===== config.mk =====
export PLATFORM = sky130hd
export DESIGN_NAME = dbi_init_seq
export DESIGN_NICKNAME = d
export VERILOG_FILES = /design/src/rtl/dbi_init_seq.sv
export SDC_FILE = /design/constraint.sdc
export NUM_CORES = 1
export LEC_CHECK = 0
export CORE_MARGIN = 8
export CORE_UTILIZATION = 51
export DETAILED_ROUTE_END_ITERATION = 16
export MAX_ROUTING_LAYER = met4
export PLACE_DENSITY = 0.8
export SLEW_MARGIN = 25
export SYNTH_ARGS = -nofsm -noshare
export SYNTH_HDL_FRONTEND = slang
export SYNTH_SLANG_ARGS = --single-unit

===== constraint.sdc =====
create_clock -name clk -period 2.6 [get_ports clk]
set_clock_uncertainty 0.15 [all_clocks]
set_input_delay 0.52 -clock clk [delete_from_list [all_inputs] [get_ports clk]]
set_output_delay 0.52 -clock clk [all_outputs]
set_load 0.05 [all_outputs]

===== src/rtl/dbi_init_seq.sv =====
// rtl/dbi_init_seq.sv - DBI panel power-up command sequencer driving a type/command/data transaction port.
// Optional: define DBI_INIT_AUTO_START_EN to launch the sequence on the first cycle after reset.
module dbi_init_seq #(
  parameter int INTERNAL_CLK = 125000000,
  parameter int DBI_IF_D_W   = 8,
  parameter int SLP_WAIT_CYC = 750000
) (
  input  logic                  clk,
  input  logic                  rst,
  input  logic                  start_i,
  input  logic                  tx_type_rdy_i,
  input  logic                  tx_com_rdy_i,
  input  logic                  tx_data_rdy_i,
  output logic [1:0]            dbi_ctrl_mode_o,
  output logic [DBI_IF_D_W-1:0] dbi_mem_com_o,
  output logic                  tx_type_rw_o,
  output logic                  tx_type_hrst_o,
  output logic [2:0]            tx_type_dat_amt_o,
  output logic                  tx_type_vld_o,
  output logic [DBI_IF_D_W-1:0] tx_com_o,
  output logic                  tx_com_vld_o,
  output logic [DBI_IF_D_W-1:0] tx_data_o,
  output logic                  tx_data_vld_o,
  output logic                  busy_o,
  output logic                  done_o
);

  localparam int CNT_W = $clog2(SLP_WAIT_CYC + 1);

  localparam logic [1:0] ST_IDLE     = 2'd0;
  localparam logic [1:0] ST_CMD      = 2'd1;
  localparam logic [1:0] ST_SLP_WAIT = 2'd2;
  localparam logic [1:0] ST_DONE     = 2'd3;

  localparam logic [2:0] SLP_ENT      = 3'd1;
  localparam logic [2:0] POST_SLP_ENT = 3'd2;
  localparam logic [2:0] LAST_ENT     = 3'd6;

  localparam logic [CNT_W-1:0] SLP_LOAD = CNT_W'(SLP_WAIT_CYC - 1);

  logic [1:0]       state;
  logic [2:0]       ent_idx;
  logic [2:0]       byte_idx;
  logic [CNT_W-1:0] slp_cnt;

  logic        ent_hrst;
  logic [7:0]  ent_com;
  logic [2:0]  ent_amt;
  logic [31:0] ent_bytes;
  logic [7:0]  ent_byte;

  logic in_cmd;
  logic data_vld;
  logic type_hs;
  logic data_hs;
  logic start_go;

  // Init table: payload bytes are packed first-byte-in-MSB.
  always_comb begin
    ent_hrst  = 1'b0;
    ent_com   = 8'h00;
    ent_amt   = 3'd0;
    ent_bytes = 32'h0000_0000;
    case (ent_idx)
      3'd0: ent_hrst = 1'b1;
      3'd1: ent_com  = 8'h11;
      3'd2: begin ent_com = 8'h3A; ent_amt = 3'd1; ent_bytes = 32'h5500_0000; end
      3'd3: begin ent_com = 8'h36; ent_amt = 3'd1; ent_bytes = 32'h4800_0000; end
      3'd4: begin ent_com = 8'h2A; ent_amt = 3'd4; ent_bytes = 32'h0000_00EF; end
      3'd5: begin ent_com = 8'h2B; ent_amt = 3'd4; ent_bytes = 32'h0000_013F; end
      3'd6: ent_com  = 8'h29;
      default: ent_com = 8'h00;
    endcase
  end

  always_comb begin
    ent_byte = 8'h00;
    case (byte_idx[1:0])
      2'd0: ent_byte = ent_bytes[31:24];
      2'd1: ent_byte = ent_bytes[23:16];
      2'd2: ent_byte = ent_bytes[15:8];
      default: ent_byte = ent_bytes[7:0];
    endcase
  end

  assign in_cmd   = (state == ST_CMD);
  assign data_vld = in_cmd && (byte_idx < ent_amt);
  assign type_hs  = in_cmd && tx_type_rdy_i;
  assign data_hs  = data_vld && tx_data_rdy_i;

`ifdef DBI_INIT_AUTO_START_EN
  logic auto_pend;

  // Armed by reset, consumed on the first cycle out of reset.
  always_ff @(posedge clk) begin
    if (rst) auto_pend <= 1'b1;
    else     auto_pend <= 1'b0;
  end

  assign start_go = start_i || auto_pend;
`else
  assign start_go = start_i;
`endif

  always_ff @(posedge clk) begin
    if (rst) begin
      state    <= ST_IDLE;
      ent_idx  <= 3'd0;
      byte_idx <= 3'd0;
      slp_cnt  <= '0;
    end else begin
      case (state)
        ST_IDLE: begin
          if (start_go) begin
            state    <= ST_CMD;
            ent_idx  <= 3'd0;
            byte_idx <= 3'd0;
          end
        end
        ST_CMD: begin
          // Type acceptance closes the entry even if it coincides with a data beat.
          if (type_hs) begin
            byte_idx <= 3'd0;
            if (ent_idx == SLP_ENT) begin
              state   <= ST_SLP_WAIT;
              slp_cnt <= SLP_LOAD;
            end else if (ent_idx == LAST_ENT) begin
              state <= ST_DONE;
            end else begin
              ent_idx <= ent_idx + 3'd1;
            end
          end else if (data_hs) begin
            byte_idx <= byte_idx + 3'd1;
          end
        end
        ST_SLP_WAIT: begin
          if (slp_cnt == '0) begin
            state    <= ST_CMD;
            ent_idx  <= POST_SLP_ENT;
            byte_idx <= 3'd0;
          end else begin
            slp_cnt <= slp_cnt - CNT_W'(1);
          end
        end
        ST_DONE: begin
          if (start_i) begin
            state    <= ST_CMD;
            ent_idx  <= 3'd0;
            byte_idx <= 3'd0;
          end
        end
        default: state <= ST_IDLE;
      endcase
    end
  end

  assign dbi_ctrl_mode_o   = (state == ST_IDLE) ? 2'd0 :
                             (state == ST_DONE) ? 2'd2 : 2'd1;
  assign dbi_mem_com_o     = DBI_IF_D_W'(8'h2C);
  assign tx_type_rw_o      = 1'b0;
  assign tx_type_hrst_o    = in_cmd && ent_hrst;
  assign tx_type_dat_amt_o = in_cmd ? ent_amt : 3'd0;
  assign tx_type_vld_o     = in_cmd;
  assign tx_com_o          = in_cmd ? DBI_IF_D_W'(ent_com) : '0;
  assign tx_com_vld_o      = in_cmd && !ent_hrst;
  assign tx_data_o         = data_vld ? DBI_IF_D_W'(ent_byte) : '0;
  assign tx_data_vld_o     = data_vld;
  assign busy_o            = (state == ST_CMD) || (state == ST_SLP_WAIT);
  assign done_o            = (state == ST_DONE);

  // Command-accept strobe and clock rate carry no behaviour here.
  logic unused_ok;
  assign unused_ok = tx_com_rdy_i ^ (INTERNAL_CLK != 0);

endmodule


# Yosys cells after proc, flatten, opt, wreduce, memory -nomap -nowiden

Index checks and enable logic that the tools add are counted.

Word-level logic and storage cells: 77
Memories: 0
Input port bits: 6
Latch bits: 0
Output and inout port bits: 36
RAM bits: 0
Flip-flop bits (word level): 28
ROM bits: 0

Equality and inequality tests: 20
Reduce and logical (&&, ||, !) cells: 19
Mux-type cells: 30
Magnitude comparators: 1
$add $sub $neg: 3
Shift operators: 0
Divide/modulo/power cells: 0
Bitwise gates (word level): 0
Multipliers: 0

Operator list:

| cell                                               | count |
|---|---|
| one-hot mux 31 bit (4 select lines)                | 1 |
| two-way mux 20 bit                                 | 3 |
| one-hot mux 20 bit (2 select lines)                | 1 |
| one-hot mux 6 bit (6 select lines)                 | 1 |
| two-way mux 3 bit                                  | 9 |
| one-hot mux 8 bit (3 select lines)                 | 1 |
| logical NOT 20 bit                                 | 1 |
| subtractor 20 x 1 -> 20 bit, second input constant | 1 |
| one-hot mux 3 bit (3 select lines)                 | 2 |
| two-way mux 8 bit                                  | 2 |
| two-way mux 2 bit                                  | 7 |
| == test 3 bit, second input constant               | 3 |
| != test 2 bit, second input constant               | 4 |
| AND reduction 4 bit                                | 2 |
| adder 3 x 1 -> 3 bit, second input constant        | 2 |
| == test 2 bit, second input constant               | 3 |
| == test 3 x 2 -> 1 bit, second input constant      | 2 |
| != test 2 x 1 -> 1 bit, second input constant      | 3 |
| != test 3 x 1 -> 1 bit, second input constant      | 2 |
| one-hot mux 2 bit (3 select lines)                 | 1 |
| one-hot mux 3 bit (2 select lines)                 | 1 |
| OR reduction 2 bit                                 | 3 |
| logical AND 1 bit                                  | 5 |
| AND reduction 5 bit                                | 1 |
| other kinds (10)                                   | 12 |

# Depth between registers and ports, before layout

Word-level depth: 9
Depth in mapped cells: 10
Depth with buffers taken out: 9

# Worst setup path before layout

No wires, ideal clock.

Path type: register -> output
Start: reg ent_idx[1]
End: out tx_data_o[5]
Data arrival time: 2.622 ns
Path slack: -0.692 ns
Buffers on the path: 2
Stages on the path, launching flop included: 10
Required time: 1.930 ns
Cell sequence: dfxtp_1 inv_1 ha_1 clkbuf_2 o21ai_0 ha_1 nand2_1 nand2_1 nor2_1 buf_4

Longest elaborated chain between the ends: 6
Elaborated cells between the ends (all ways): 12
Classes of those cells: order compare: 1; eq/ne: 4; mux: 4; reduce/logical: 3

RTL lines:

| item                                                           | RTL line | source |
|---|---|---|
| from (decl)                                                    | 42       | `logic [2:0] ent_idx;` |
| from (signal assigned)                                         | 130      | `ent_idx <= ent_idx + 3'd1;` |
| == test 3 bit / == test 3 x 2 -> 1 bit (equally long branches) | 64       | `case (ent_idx)` |
| OR reduction 2 bit (no source line)                            | --       |  |
| one-hot mux 3 bit (2 select lines)                             | 64       |  |
| less-than comparator 3 bit                                     | 87       | `assign data_vld = in_cmd && (byte_idx < ent_amt);` |
| logical AND 1 bit                                              | 87       |  |
| two-way mux 8 bit *                                            | 166      | `assign tx_data_o = data_vld ? DBI_IF_D_W'(ent_byte) : '0;` |
| to (decl)                                                      | 22       | `output logic [DBI_IF_D_W-1:0] tx_data_o,` |

Every way passes the cells marked *; elsewhere a longest branch is shown, timed or not.

# Final worst setup path

Start: reg ent_idx[1]
End: out tx_data_o[0]

The elaborated chain is that of the path after synthesis.

==> results.ini <==
[outcome]
status = finished with violations
violations = setup timing

[floorplan]
fp.dieH_um = 79.1
die_x_um = 79.1
core_um2 = 3910
ioPinCount = 42
rows = 23
die_area_um2 = 6250
start_util = 0.518

[worst_setup_path]
crit_top_cell = buf_4
cp_top_family = buffers and inverters
rr_worst_depth = 5
cp.arrival_ns = 1.94
path_buf_inv = 3
r2r_setup_slack_ns = 0.15
slowest_delay_ns = 0.36
cp-start-kind = register
r2r_start = slp_cnt[3]
required_ns = 1.93
crit_path_cell_trace = buf_4 -> ha_1 -> ha_2 -> o211ai_1 -> buf_4 -> nand2_4 -> and3_4 -> buf_12
r2r-end = slp_cnt[17]
startpoint = ent_idx[1]
cp_num_cells = 8
cp_max_fo = 3
criticalPathCategory = register to output pin
cp-end-kind = output pin
crit_end = tx_data_o[0]
crit_slowest_cell = dfxtp_4

[sta]
min_period_ns = 2.61
fin_ws_ns = -0.00980
worst_slew_pin_slew_ns = 0.500
post-route-period-util = 1.00
slew_violations = 0
slew_headroom = 0.666
fin_tns_setup_ns = -0.0362
hold_viol_final = 0
finalSetupViolCount = 7
max_freq_ghz = 0.383

[place]
io_buffer_count = 28
dpl.hpwl_um = 3930
place_ws_ns = 0.000198
routabilityCongestion = 0.873
dp_cells = 344

[final_layout]
fin_cells = 352
multi_input_comb_area_um2 = 1440
area_delta_synth_final_pct = 41.0
final_util = 0.730
layout-drive-gt1-share = 0.285
nets = 323
fill_cells = 279
regArea_um2 = 568
antenna_cells = 0

[worst_hold_path]
min_path_type = register to register

[synthesis]
seq_area_frac_synth = 0.276
yosys-top-cells-count = a21oi_1 (29), dfxtp_1 (28), nor2_1 (26)
ys_async_sr_fraction = 0
synthCells = 257
synth_ff_type = dfxtp_1
synth_cell_type_count = 52
synth_area_leaders = dfxtp_1 (28%), ha_1 (8.6%), a21oi_1 (7.2%)
yosysWarnings = 0
yosys.area.top_type = dfxtp_1
synth.most_common_cell = a21oi_1
synth_edf_count = 0
syn_area_per_cell_um2 = 7.89
synthesis.area_um2 = 2030
ys_ff_latch = 28
synth_top_area_frac = 0.276

[clock_network]
hold_buffers = 0
cts-root-buf = clkbuf_8
cts_max_path_buffers = 2
cts_tree = built
clk_latency_ns = 0.27
clk_pin_slew_ns = 0.10
numCtsBuffers = 3
htree_levels = 1
cts_sinks = 28

[global_routing]
first_global_vias = 1939
grtUsageTotal = 0.181
grt_pass1_wl_um = 9200
grt_overflow = 0
grt_max_degree = 17
antenna_found_initial = 0

[drt]
wire_per_inst_um = 15.8
viasPerCell = 5.64
drt_iter0_markers = 169
drc = 0
vias = 1987
drt.antenna.violating_nets = 0
firstDrtPassIters = 4
wl_um = 5560

[flow_run]
maxCapViolCount = 0

[pwr]
powerDensity_nw_per_um2 = 583
p_total_mw = 1.67
ir_drop_uv = 555
p_leak_nw = 1.07

metrics by stage:
stage	instance area (um2)	hold slack, ns
3_3_place_gp	2630	0.343
3_5_place_dp	2630	0.353
2_1_floorplan	2110	0.325
4_1_cts	2790	0.370
5_1_grt	2860	0.404
6_report	2860	0.374
cells by family after synthesis:
logic type	synth area share
simple gates	0.231
compound gates	0.223
buf+inv	0.113
flops	0.276
fa+ha+maj	0.0864
xor+xnor	0.0561
other cells	0.00370
mux	0.00987
cell type report:
type | count | area share
Clock buffer | 3 | 0.0144
Clock inverter | 1 | 0.0105
Inverter | 15 | 0.0206
Multi-Input combinational cell | 198 | 0.504
Sequential cell | 28 | 0.199
Tap cell | 50 | 0.0219
Timing Repair Buffer | 57 | 0.230
worst min path at each step:
stage          slack (ns)   startpoint          end  cells past startpoint
2_1_floorplan        0.33   slp_cnt[0]   slp_cnt[0]                      1
3_3_place_gp         0.34  slp_cnt[15]  slp_cnt[15]                      2
3_5_place_dp         0.35   slp_cnt[0]   slp_cnt[0]                      1
4_1_cts              0.37   slp_cnt[0]   slp_cnt[0]                      1
5_1_grt              0.40   slp_cnt[0]   slp_cnt[0]                      1
6_report             0.37   slp_cnt[0]   slp_cnt[0]                      1
flip-flops by register name, indices dropped and copies added, names as in the netlist:
signal	cells
slp_cnt	20
byte_idx	3
ent_idx	3
state	2
cell usage in the layout, fill, tap and decap left out, types with 7 or more instances in the layout:
master | Yosys | layout
nor3_1 | 7 | 7
nand4_1 | 8 | 8
nand2_1 | 11 | 9
inv_1 | 15 | 13
xor2_1 | 13 | 13
buf_12 | 0 | 17
buf_4 | 15 | 33
clkdlybuf4s50_1 | 0 | 7
ha_1 | 14 | 8
dfxtp_1 | 28 | 26
conb_1 | 2 | 12
nand3_1 | 7 | 7
nor2_1 | 26 | 24
a21oi_1 | 29 | 24
where the power goes:
part	switching, mW	internal, mW
clock	0.138	0.206
combinational	0.469	0.297
sequential	0.0655	0.491
layer usage:
metal	global-route usage	share of wire	vias up
li1	-	-	988
met1	0.212	0.44	937
met4	0.0481	0.0058	0
met3	0.0293	0.044	4
met5	-	0	-
met2	0.312	0.51	58
repair_timing:
| item | CTS | global route |
|---|---|---|
| setup endpoints to repair | 9 | 9 |
| gates resized for setup | 14 | 15 |
| buffers inserted | 2 | 2 |
| cloned | 0 | 0 |
| pin swaps | 4 | 5 |
Note: power is estimated with default switching activity, not from simulation.
